**src/rtl/dcache_core_data_seq_pkg.sv**
```systemverilog
// dcache_core_data_seq_pkg: shared dcache data-sequencer state encodings and line geometry defaults
package dcache_core_data_seq_pkg;
  localparam int LINE_WORDS_DEF = 8;
  typedef enum logic [1:0] {S_IDLE, S_FILL, S_EVICT, S_DONE} state_e;
endpackage

```
**src/rtl/dcache_core_data_seq_fifo.sv**
```systemverilog
// dcache_core_data_seq_fifo: 2-entry evict word buffer; caller guarantees no overflow or underflow
module dcache_core_data_seq_fifo #(
  parameter int W = 32
) (
  input  logic         clk_i,
  input  logic         rst_i,
  input  logic         push_i,
  input  logic [W-1:0] data_i,
  input  logic         pop_i,
  output logic [W-1:0] data_o,
  output logic [1:0]   cnt_o
);
  logic [1:0][W-1:0] mem_q;
  logic              wp_q, rp_q;
  logic [1:0]        cnt_q;
  always_ff @(posedge clk_i) begin
    if (rst_i) begin
      mem_q <= '0;
      wp_q  <= 1'b0;
      rp_q  <= 1'b0;
      cnt_q <= 2'd0;
    end else begin
      if (push_i) mem_q[wp_q] <= data_i;
      wp_q  <= wp_q ^ push_i;
      rp_q  <= rp_q ^ pop_i;
      cnt_q <= cnt_q + {1'b0, push_i} - {1'b0, pop_i};
    end
  end
  assign data_o = mem_q[rp_q];
  assign cnt_o  = cnt_q;
endmodule

```
**src/rtl/dcache_core_data_seq.sv**
```systemverilog
// dcache_core_data_seq: streams one cache line between the data RAM and the fill/evict ports
module dcache_core_data_seq
  import dcache_core_data_seq_pkg::*;
#(
  parameter int LINE_WORDS = LINE_WORDS_DEF,
  parameter int LINE_W     = 8,
  localparam int OFF_W     = $clog2(LINE_WORDS),
  localparam int CNT_W     = OFF_W + 1,
  localparam int AW        = LINE_W + OFF_W
) (
  input  logic              clk_i,
  input  logic              rst_i,
  input  logic              cmd_valid_i,
  input  logic              cmd_evict_i,
  input  logic [LINE_W-1:0] cmd_line_i,
  output logic              cmd_accept_o,
  input  logic              fill_valid_i,
  input  logic [31:0]       fill_data_i,
  output logic              fill_accept_o,
  output logic              evict_valid_o,
  output logic [31:0]       evict_data_o,
  output logic              evict_last_o,
  input  logic              evict_accept_i,
  output logic              done_o,
  output logic              busy_o,
  output logic [AW-1:0]     ram_addr_o,
  output logic [31:0]       ram_data_o,
  output logic [3:0]        ram_wr_o,
  input  logic [31:0]       ram_data_i
);
  state_e            state_q, state_d;
  logic [LINE_W-1:0] line_q;
  logic [CNT_W-1:0]  wcnt_q, rcnt_q;
  logic              pend_q;
  logic [1:0]        fcnt;
  logic [31:0]       fhead;
  logic              start, fill_we, pop, rd_issue, last_word;
  assign start     = state_q == S_IDLE && cmd_valid_i;
  assign last_word = wcnt_q == CNT_W'(LINE_WORDS - 1);
  assign fill_we   = state_q == S_FILL && fill_valid_i && !rst_i;
  assign pop       = evict_valid_o && evict_accept_i;
  // a word leaving this cycle frees its slot, which keeps the stream at one word per cycle
  assign rd_issue  = state_q == S_EVICT && rcnt_q != CNT_W'(LINE_WORDS) &&
                     ({1'b0, fcnt} + {2'b0, pend_q} - {2'b0, pop}) < 3'd2;
  always_ff @(posedge clk_i) begin
    if (rst_i) state_q <= S_IDLE;
    else state_q <= state_d;
  end
  always_comb begin
    state_d = start ? (cmd_evict_i ? S_EVICT : S_FILL) :
              (state_q == S_FILL && fill_valid_i && last_word) ||
              (state_q == S_EVICT && pop && last_word) ? S_DONE :
              state_q == S_DONE ? S_IDLE : state_q;
  end
  always_comb begin
    cmd_accept_o  = state_q == S_IDLE;
    fill_accept_o = state_q == S_FILL;
    busy_o        = state_q != S_IDLE;
    done_o        = state_q == S_DONE;
    evict_valid_o = state_q == S_EVICT && fcnt != 2'd0;
    evict_data_o  = evict_valid_o ? fhead : 32'h0;
    evict_last_o  = evict_valid_o && last_word;
    ram_wr_o      = fill_we ? 4'hF : 4'h0;
    ram_data_o    = fill_we ? fill_data_i : 32'h0;
    ram_addr_o    = state_q == S_FILL  ? {line_q, wcnt_q[OFF_W-1:0]} :
                    state_q == S_EVICT ? {line_q, rcnt_q[OFF_W-1:0]} : '0;
  end
  // wcnt counts written words in FILL and consumed words in EVICT
  always_ff @(posedge clk_i) begin
    if (rst_i) begin
      line_q <= '0;
      wcnt_q <= '0;
      rcnt_q <= '0;
      pend_q <= 1'b0;
    end else begin
      pend_q <= rd_issue;
      if (start) begin
        line_q <= cmd_line_i;
        wcnt_q <= '0;
        rcnt_q <= '0;
      end else begin
        if (fill_we || pop) wcnt_q <= wcnt_q + CNT_W'(1);
        if (rd_issue) rcnt_q <= rcnt_q + CNT_W'(1);
      end
    end
  end
  dcache_core_data_seq_fifo #(.W(32)) u_fifo (
    .clk_i  (clk_i),
    .rst_i  (rst_i),
    .push_i (pend_q),
    .data_i (ram_data_i),
    .pop_i  (pop),
    .data_o (fhead),
    .cnt_o  (fcnt)
  );
endmodule

```
**config.mk**
```make
export PLATFORM = sky130hd
export DESIGN_NAME = dcache_core_data_seq
export DESIGN_NICKNAME = d
export VERILOG_FILES = /design/src/rtl/dcache_core_data_seq_pkg.sv /design/src/rtl/dcache_core_data_seq_fifo.sv /design/src/rtl/dcache_core_data_seq.sv
export SDC_FILE = /design/constraint.sdc
export NUM_CORES = 1
export LEC_CHECK = 0
export ABC_AREA = 0
export BUFFER_PORTS_ARGS = -buffer_cell sky130_fd_sc_hd__buf_2
export CORE_UTILIZATION = 45
export CTS_CLUSTER_SIZE = 24
export DETAILED_ROUTE_END_ITERATION = 6
export GPL_TIMING_DRIVEN = 1
export HOLD_SLACK_MARGIN = 0.06
export PLACE_DENSITY_LB_ADDON = 0.08
export SLEW_MARGIN = 0
export SYNTH_ARGS = -nofsm -noshare
export SYNTH_HDL_FRONTEND = slang
export SYNTH_SLANG_ARGS = --single-unit
```
**constraint.sdc**
```tcl
create_clock -name clk_i -period 3.3 [get_ports clk_i]
set_input_delay 0.33 -clock clk_i [delete_from_list [all_inputs] [get_ports clk_i]]
set_output_delay 0.33 -clock clk_i [all_outputs]
set_load 0.02 [all_outputs]
```
# ---- After elaboration in Yosys (flattened, before gate mapping)
# Index checks and enable logic that the tools add are counted.
dict set report totals {
  wordCells 61
  ff_bits 87
  input_bits 78
  output_inout_bits 85
}
dict set report op_classes {
  n_addsub 6
  magnitude_cmp 4
  eq_ne 5
  muxes 14
  n_reduce_logical 20
  bitwise 2
}
# cell n
set op_table {}
lappend op_table {{$mux W32} 5}
lappend op_table {{$bwmux W64} 1}
lappend op_table {{$demux W32 S1} 1}
lappend op_table {{$mux W11} 2}
lappend op_table {{$logic_and A1 B1 Y1} 12}
lappend op_table {{$add A4 B1 Y4 const B} 2}
lappend op_table {{$mux W2} 4}
lappend op_table {{$eq A2 B2 Y1 const B} 2}
lappend op_table {{$eq A4 B3 Y1 const B} 1}
lappend op_table {{$lt A1 B2 Y1 const B} 2}
lappend op_table {{$mux W4} 1}
lappend op_table {{$ne A4 B4 Y1 const B} 1}
lappend op_table {{$reduce_bool A2 Y1} 2}
lappend op_table {{$add A2 B1 Y3} 1}
lappend op_table {{$lt A3 B2 Y1 const B} 1}
lappend op_table {{$reduce_bool A3 Y1} 1}
lappend op_table {{$sub A3 B1 Y3} 1}
lappend op_table {{$add A2 B1 Y2} 1}
lappend op_table {{$eq A2 B1 Y1 const B} 1}
lappend op_table {{$logic_not A2 Y1} 1}
lappend op_table {{$logic_or A1 B1 Y1} 2}
lappend op_table {{$reduce_or A2 Y1} 1}
lappend op_table {{$sub A2 B1 Y2} 1}
lappend op_table {{$xor A1 B1 Y1} 2}
lappend op_table {{2 further kinds} 2}

# ---- Longest topological paths before layout
# Gate-level depths: netlist of run 1.
dict set report depth {
  ltp_word 8
  ltp_mapped 12
  ltp_nobuf 10
}

# ---- By module
# Synthesis of run 1 repeated with hierarchy kept, for this count alone.
dict set report hier_totals {
  cells_unflattened 461
  hier_area_um2 4506.8
}
# module instances cells_per_inst area_each_um2 seq_area_each_um2
set by_module_without_submodules {}
lappend by_module_without_submodules {dcache_core_data_seq_fifo 1 261 3019.1 1361.3}
lappend by_module_without_submodules {dcache_core_data_seq 1 200 1487.7 380.4}

# ---- Least setup slack after synthesis of run 1
# OpenSTA, ideal clock, no wires.
dict set report synth_timing {
  path_type {flip-flop to flip-flop}
  startpoint {reg state_q[1]}
  endpoint {reg rcnt_q[0]}
  arrival_time_ps 2445
  n_path_buf 2
  period_less_slack_ps 2566
  path_stages_with_launch 13
  path_slack_ps 734
  setup_time_ps 121
  t_required_ps 3179
  cell_sequence {dfxtp_1 buf_4 nor2b_1 buf_2 nand3_1 or2_2 nand2_1 ha_1 fa_1 nor3b_1 nand3_1 xnor2_1 nor2_1}
}
dict set report synth_between {
  elab_chain_len 6
  word_cells_on_any_way 10
  cone_classes {1 x add/sub; 1 x order compare; 1 x eq/ne; 7 x reduce/logical}
}
# element line_no
set synth_lines {}
lappend synth_lines {{from (decl)} dcache_core_data_seq.sv:31} ;# state_e state_q, state_d;
lappend synth_lines {{from (signal assigned)} dcache_core_data_seq.sv:47} ;# else state_q <= state_d;
lappend synth_lines {{$eq A2 B2 Y1} {dcache_core_data_seq.sv:43, dcache_core_data_seq.sv:60}}
lappend synth_lines {{$logic_and A1 B1 Y1} dcache_core_data_seq.sv:60} ;# evict_valid_o = state_q == S_EVICT && fcnt != 2'd0;
lappend synth_lines {{$logic_and A1 B1 Y1} dcache_core_data_seq.sv:41} ;# assign pop = evict_valid_o && evict_accept_i;
lappend synth_lines {{$sub A3 B1 Y3} dcache_core_data_seq.sv:44} ;# ({1'b0, fcnt} + {2'b0, pend_q} - {2'b0, pop}) < 3'd2;
lappend synth_lines {{$lt A3 B2 Y1} dcache_core_data_seq.sv:44}
lappend synth_lines {{$logic_and A1 B1 Y1} dcache_core_data_seq.sv:43} ;# assign rd_issue = state_q == S_EVICT && rcnt_q != CNT_W'(LINE_WORDS) &&
lappend synth_lines {{to (signal assigned)} dcache_core_data_seq.sv:83} ;# if (rd_issue) rcnt_q <= rcnt_q + CNT_W'(1);
lappend synth_lines {{to (decl)} dcache_core_data_seq.sv:33} ;# logic [CNT_W-1:0] wcnt_q, rcnt_q;
# Several ways; a longest one is shown, not always the timed one.
# A chain may end at the register's enable or synchronous reset.

# ---- Worst setup path after layout of run 1
# Ends and elaborated chain as after synthesis.

==> impl_metrics.csv, run 1 <==
group,metric,value,unit
outcome,status,"complete, no violations",
logic_synthesis,synth_fp_nets,542,
power_and_ir_drop,pwr-share-comb,9.9,%
power_and_ir_drop,leakage,2.23,nW
sta,slew_headroom,54.9,%
place,place.gp.congestion,0.735,
power_and_ir_drop,power_density,404,nW/um^2
routing,drc,0,
setup_path,cp_top_family,"simple AND/OR/NAND/NOR gates",
logic_synthesis,synthCells,457,
die,fp.dieH,97.5,um
clocking,ctsResizeCount,0,
routing,drt-vias-per-instance,4.90,
sta,slew_viol_final,0,
die,coreArea,8760,sq um
sta,setup_slack,0.541,ns
power_and_ir_drop,total_power,2.08,mW
place,hpwlAfterDp,6740,um
place,pre_cts_ws,0.565,ns
setup_path,critPathMostFrequentCell,"nand3_1",
routing,drtIter0Drc,74,
global_routing,track_usage,19.9,%
routing,dr.pass1.iters,4,
sta,tightest_slew,0.676,ns
setup_path,crit_slowest_cell,"dfxtp_1",
die,fp-row-count,34,
setup_path,cp_cell_sequence,"nor2b_1, nand3_1, or2_2, nand2_1, ha_1, fa_1, nor3b_1, nand3_1, xnor2_1, nor2_1",
routing,vias,3509,
sta,min_period,2.76,ns
clocking,insertion_delay,0.35,ns
clocking,cts_tree,"yes",
die,die-area,9500,sq um
logic_synthesis,async_flop_share,0,%
sta,final_hold_viol_count,0,
logic_synthesis,syn_area,4100,sq um
power_and_ir_drop,p_sw,0.496,mW
global_routing,grt_pass1_vias,3270,
logic_synthesis,yosys.area.top_type_share,42.5,%
power_and_ir_drop,p_sw_share,23.8,%
logic_synthesis,ys_types,33,
clocking,cts_inserted_buffers,9,
logic_synthesis,ys.flop_type,"dfxtp_1",
clocking,htreeDepth,3,
sta,min_period_over_period,83.6,%
global_routing,grt_pass1_wl,15400,um
sta,tns,0,ns
die,ios,163,
finish,fin_nets,689,
global_routing,grt-ovfl-total,0,
finish,antenna_cells,0,
logic_synthesis,yosysMostFrequentCell,"nor2_1",
sta,rsz0062_at_grt,"false",
clocking,clockRootBuffer,"clkbuf_8",
power_and_ir_drop,vdd_drop_max,0.273,mV
power_and_ir_drop,cellInternalPower,1.59,mW
power_and_ir_drop,p_clk_share,37.8,%
clocking,cts_setup_buffers,0,
logic_synthesis,synth_area_leaders,"dfxtp_1 42%, mux2i_1 23%, nor2_1 10%",
logic_synthesis,yosysTopAreaCell,"dfxtp_1",
routing,routed_wl,9300,um
routing,drtAntennaViolNets,0,
run,max_cap_viol_count,0,
clocking,holdBufCountCts,0,
die,initial_core_util,46.8,%
clocking,cts_buffer_depth,2,
setup_path,criticalPathCategory,"reg -> reg",
finish,fillers,804,
sta,max_freq,0.362,GHz
logic_synthesis,avgSynthCellArea,8.97,sq um
sta,setup_violations,0,
power_and_ir_drop,seq_power_share,52.2,%
die,dieWidth,97.5,um
finish,area_growth,25.8,%
setup_path,cp_num_buf_inv,0,
global_routing,antenna_found_initial,0,
clocking,clock-sinks,87,
clocking,clk_pin_slew,0.08,ns
setup_path,critPathLaunchType,"flop",
logic_synthesis,ys_ff_latch,87,
setup_path,arrival,3.01,ns
logic_synthesis,yosysWarnings,0,
finish,drive_above_1_share,31.9,%
logic_synthesis,ys_seq_area_share,42.5,%
place,port_buffers,162,
setup_path,crit_required,3.55,ns
sta,clock_skew,0.0106,ns
setup_path,cp_max_fo,9,
setup_path,slowest_delay,0.47,ns
min_path,hold_path.class,"in -> reg",
global_routing,grt_max_degree,54,
setup_path,end_kind,"flop",
routing,avgRoutedWirePerCell,13.0,um
logic_synthesis,synth_common_cells,"109 x nor2_1, 96 x mux2i_1, 87 x dfxtp_1",
logic_synthesis,synth_enable_flop_cells,0,
==> power by group through the flow <==
stage	Sequential, mW	Clock [mW]	Combinational (mW)
after floorplan	1.11	0	0.131
after global placement	1.11	0	0.205
after detailed placement	1.11	0	0.209
after CTS	1.09	0.817	0.210
after global routing	1.09	0.849	0.231
final	1.09	0.789	0.207
==> routing by layer <==
metal	wire length, um	share of wire [%]	global-route usage (%)	vias to the layer above
li1	-	-	-	1793
met1	4290	46	25.0	1586
met2	4220	45	33.0	117
met3	630	6.8	4.75	13
met4	164	1.8	7.92	0
met5	0	0	0	-
==> area by class of cell <==
cell class                 instances  area, sq um  area share [%]
timing repair buffer             171          878            17.0
clock buffer                      10          128            2.47
tap                              108          135            2.62
multi-input combinational        327         2160            41.9
clock inverter                     5         81.3            1.58
sequential                        87         1740            33.8
inverter                           8         30.0           0.582
==> cells in the final DEF (no fill, tap or decap), types with 2 or more instances in the layout <==
cell type / instances
a21oi_1: 12
a22o_1: 3
and2_1: 41
buf_2: 162
buf_4: 9
bufinv_16: 2
clkbuf_8: 9
dfxtp_1: 86
ha_1: 4
ha_2: 2
inv_1: 8
mux2i_1: 96
nand2_1: 23
nand3_1: 6
nor2_1: 109
nor2b_1: 4
o21ai_0: 4
or2_2: 3
or3_1: 2
xor2_1: 5
==> flip-flops by register name, summed over array words and instances (netlist names) <==
signal,flops
u_fifo.mem_q,64
line_q,8
rcnt_q,4
wcnt_q,4
state_q,2
u_fifo.cnt_o,2
pend_q,1
u_fifo.rp_q,1
u_fifo.wp_q,1
==> path summary, 6_finish.rpt <==
path / start / end / slack, ns / depth (start not counted)
setup / recovery: state_q[1] / rcnt_q[0] / 0.54 / 10
hold / removal: cmd_line_i[1] / line_q[1] / 0.22 / 3
setup reg to reg: state_q[1] / rcnt_q[0] / 0.54 / 10
hold reg to reg: line_q[5] / line_q[5] / 0.45 / 2
==> kinds of logic after synthesis <==
| group | synth area share (%) |
|---|---|
| compound gates | 3.51 |
| xor+xnor | 1.28 |
| fa+ha+maj | 2.32 |
| buf+inv | 4.91 |
| flops | 42.5 |
| mux | 23.4 |
| simple gates | 22.1 |
==> tightest hold or removal path, cell delays in order <==
cell and delay [ns]:
buf_2 0.09, nand2_1 0.04, a21oi_1 0.05
==> through the flow <==
stage | hold WS, ns | util, % | cell area [sq um] | std cells
after CTS | 0.199 | 58.9 | 5160 | 716
after global routing | 0.218 | 58.9 | 5160 | 716
after global placement | 0.438 | 56.5 | 4950 | 701
after detailed placement | 0.446 | 56.5 | 4950 | 701
after floorplan | 0.432 | - | 4100 | 457
final | 0.216 | 58.9 | 5160 | 716
Power figures use the tool's default switching activity.
==> inputs of run 2 (changes only) <==
--- a/config.mk
+++ b/config.mk
@@ -7,7 +7,7 @@
 export LEC_CHECK = 0
 export ABC_AREA = 0
 export BUFFER_PORTS_ARGS = -buffer_cell sky130_fd_sc_hd__buf_2
-export CORE_UTILIZATION = 45
+export CORE_UTILIZATION = 44
 export CTS_CLUSTER_SIZE = 24
 export DETAILED_ROUTE_END_ITERATION = 6
 export GPL_TIMING_DRIVEN = 1
==> constraint.sdc (replaced) <==
create_clock -name clk_i -period 2.24 [get_ports clk_i]
set_input_delay 0.224 -clock clk_i [delete_from_list [all_inputs] [get_ports clk_i]]
set_output_delay 0.224 -clock clk_i [all_outputs]
set_load 0.02 [all_outputs]
==> impl_metrics.csv, run 2 (synthesized netlist as in run 1, its figures left out) <==
group,metric,value,unit
clocking,cts_inserted_buffers,9,
finish,top_register,"u_fifo.mem_q",
sta,tightest_slew,0.804,ns
finish,fillers,854,
place,post_dp_cell_area,5090,sq um
sta,clock_skew,0.0118,ns
finish,reg.largest.list,"u_fifo.mem_q: 64 flops, line_q: 8 flops",
die,coreArea,8890,sq um
routing,drt-vias-per-instance,4.84,
sta,holdWs,0.103,ns
power_and_ir_drop,cellInternalPower,2.20,mW
routing,vias,3531,
power_and_ir_drop,pwr-share-comb,11.5,%
routing,drtIter0Drc,101,
setup_path,end_kind,"flop",
min_path,hold_path.class,"in -> reg",
power_and_ir_drop,p_clk_share,34.2,%
sta,slew_viol_final,0,
sta,rsz0062_at_grt,"true",
setup_path,cp_max_fo,4,
sta,slew_headroom,46.4,%
power_and_ir_drop,seq_power_share,54.3,%
routing,drtAntennaViolNets,0,
finish,antenna_cells,0,
finish,drive_above_1_share,35.0,%
sta,tns,-0.0118,ns
routing,dr.pass1.iters,6,
setup_path,rrSetupSlack,-0.006,ns
die,fp-row-count,34,
finish,largest_reg_flops,64,
place,port_buffers,162,
place,place.gp.congestion,0.714,
finish,area_growth,30.3,%
die,dieWidth,98.5,um
global_routing,grt_pass1_wl,15800,um
power_and_ir_drop,power_density,552,nW/um^2
global_routing,grt_pass1_vias,3433,
clocking,holdBufCountCts,0,
setup_path,r2r-start,"u_fifo.cnt_o[0]",
global_routing,track_usage,20.4,%
power_and_ir_drop,vdd_drop_max,0.371,mV
power_and_ir_drop,p_sw,0.750,mW
finish,final_cell_mix,"162 x buf_2, 109 x nor2_1, 96 x mux2i_1, 84 x dfxtp_1, 41 x and2_1",
setup_path,critPathLaunchType,"flop",
clocking,htreeDepth,3,
power_and_ir_drop,total_power,2.95,mW
clocking,clock-sinks,87,
global_routing,grt_max_degree,82,
clocking,clockRootBuffer,"clkbuf_8",
routing,avgRoutedWirePerCell,13.2,um
setup_path,criticalPathCategory,"reg -> reg",
clocking,cts_buffer_depth,2,
setup_path,critPathLaunch,"u_fifo.cnt_o[0]",
setup_path,crit_required,2.54,ns
die,initial_core_util,46.1,%
clocking,insertion_delay,0.35,ns
die,ios,163,
place,pre_cts_ws,-0.211,ns
clocking,clk_pin_slew,0.09,ns
die,fp.dieH,98.5,um
finish,multi_input_area,2230,sq um
setup_path,r2r_end,"rcnt_q[2]",
finish,stdcell_area,5350,sq um
outcome,status,"finished with violations",
run,max_cap_viol_count,0,
routing,drc,18,
sta,max_freq,0.445,GHz
power_and_ir_drop,leakage,2.30,nW
outcome,violations,"DRC, setup timing",
setup_path,critPathCapture,"rcnt_q[2]",
routing,routed_wl,9670,um
sta,min_period_over_period,100,%
place,hpwlAfterDp,6760,um
sta,setup_slack,-0.00633,ns
finish,seq_area,1750,sq um
sta,final_hold_viol_count,0,
global_routing,grt-ovfl-total,0,
clocking,cts_tree,"yes",
power_and_ir_drop,p_sw_share,25.4,%
die,die-area,9710,sq um
setup_path,arrival,2.54,ns
setup_path,reg2regPathDepth,11,
finish,mostFrequentLayoutCell,"buf_2",
finish,fin_nets,702,
sta,setup_violations,2,
sta,min_period,2.25,ns
global_routing,antenna_found_initial,0,
min_path,min-delay-start,"cmd_line_i[0]",
## run 2: final cells by class
| type | instances | share of cell area [%] |
|---|---|---|
| multi-input combinational | 327 | 41.6 |
| sequential | 87 | 32.7 |
| timing repair buffer | 184 | 19.2 |
| clock buffer | 11 | 2.83 |
| tap | 108 | 2.53 |
| clock inverter | 5 | 0.585 |
| inverter | 8 | 0.562 |
## run 2: repair_timing
action	in CTS	in global routing
setup buffers	3	1
pin swaps	4	1
endpoints found under the setup margin	5	5
gates resized for setup	7	2
## run 2: worst min-delay path by stage
| stage | endpoint | slack, ns | depth (start not counted) |
|---|---|---|---|
| CTS | line_q[0] | 0.09 | 3 |
| detailed placement | line_q[3] | 0.45 | 2 |
| global placement | line_q[1] | 0.44 | 2 |
| global route | line_q[0] | 0.09 | 3 |
| floorplan | line_q[0] | 0.36 | 2 |
| finish | line_q[0] | 0.10 | 3 |
## run 2: metrics by stage
step                      cells  utilization (%)
after global routing        730             60.1
final                       730             60.1
after detailed placement    710             57.3
after global placement      710             57.3
after CTS                   729             59.9
after floorplan             457                -
## run 2: power groups by stage
stage / clock, mW / sequential, mW / combinational (mW)
after floorplan: 0 / 1.63 / 0.199
after global placement: 0 / 1.63 / 0.325
after detailed placement: 0 / 1.64 / 0.332
after CTS: 1.05 / 1.60 / 0.339
after global routing: 1.12 / 1.61 / 0.375
final: 1.01 / 1.60 / 0.339
## run 2: routing by layer
layer | share of wire [%] | global-route usage, %
met1 | 42 | 22.9
met2 | 50 | 37.8
met3 | 6.9 | 4.89
met4 | 0.88 | 6.66
met5 | 0 | 0
## run 2: worst max-delay path, cell delays in order, from the launching register on
cell and delay [ns]:
dfxtp_2 0.33, or2_4 0.26, nand3_4 0.07, or2_4 0.13, nand2_4 0.05, ha_4 0.15
fa_1 0.46, nor3b_2 0.22, buf_4 0.15, nand4_1 0.09, xor2_1 0.16, nor2_1 0.10
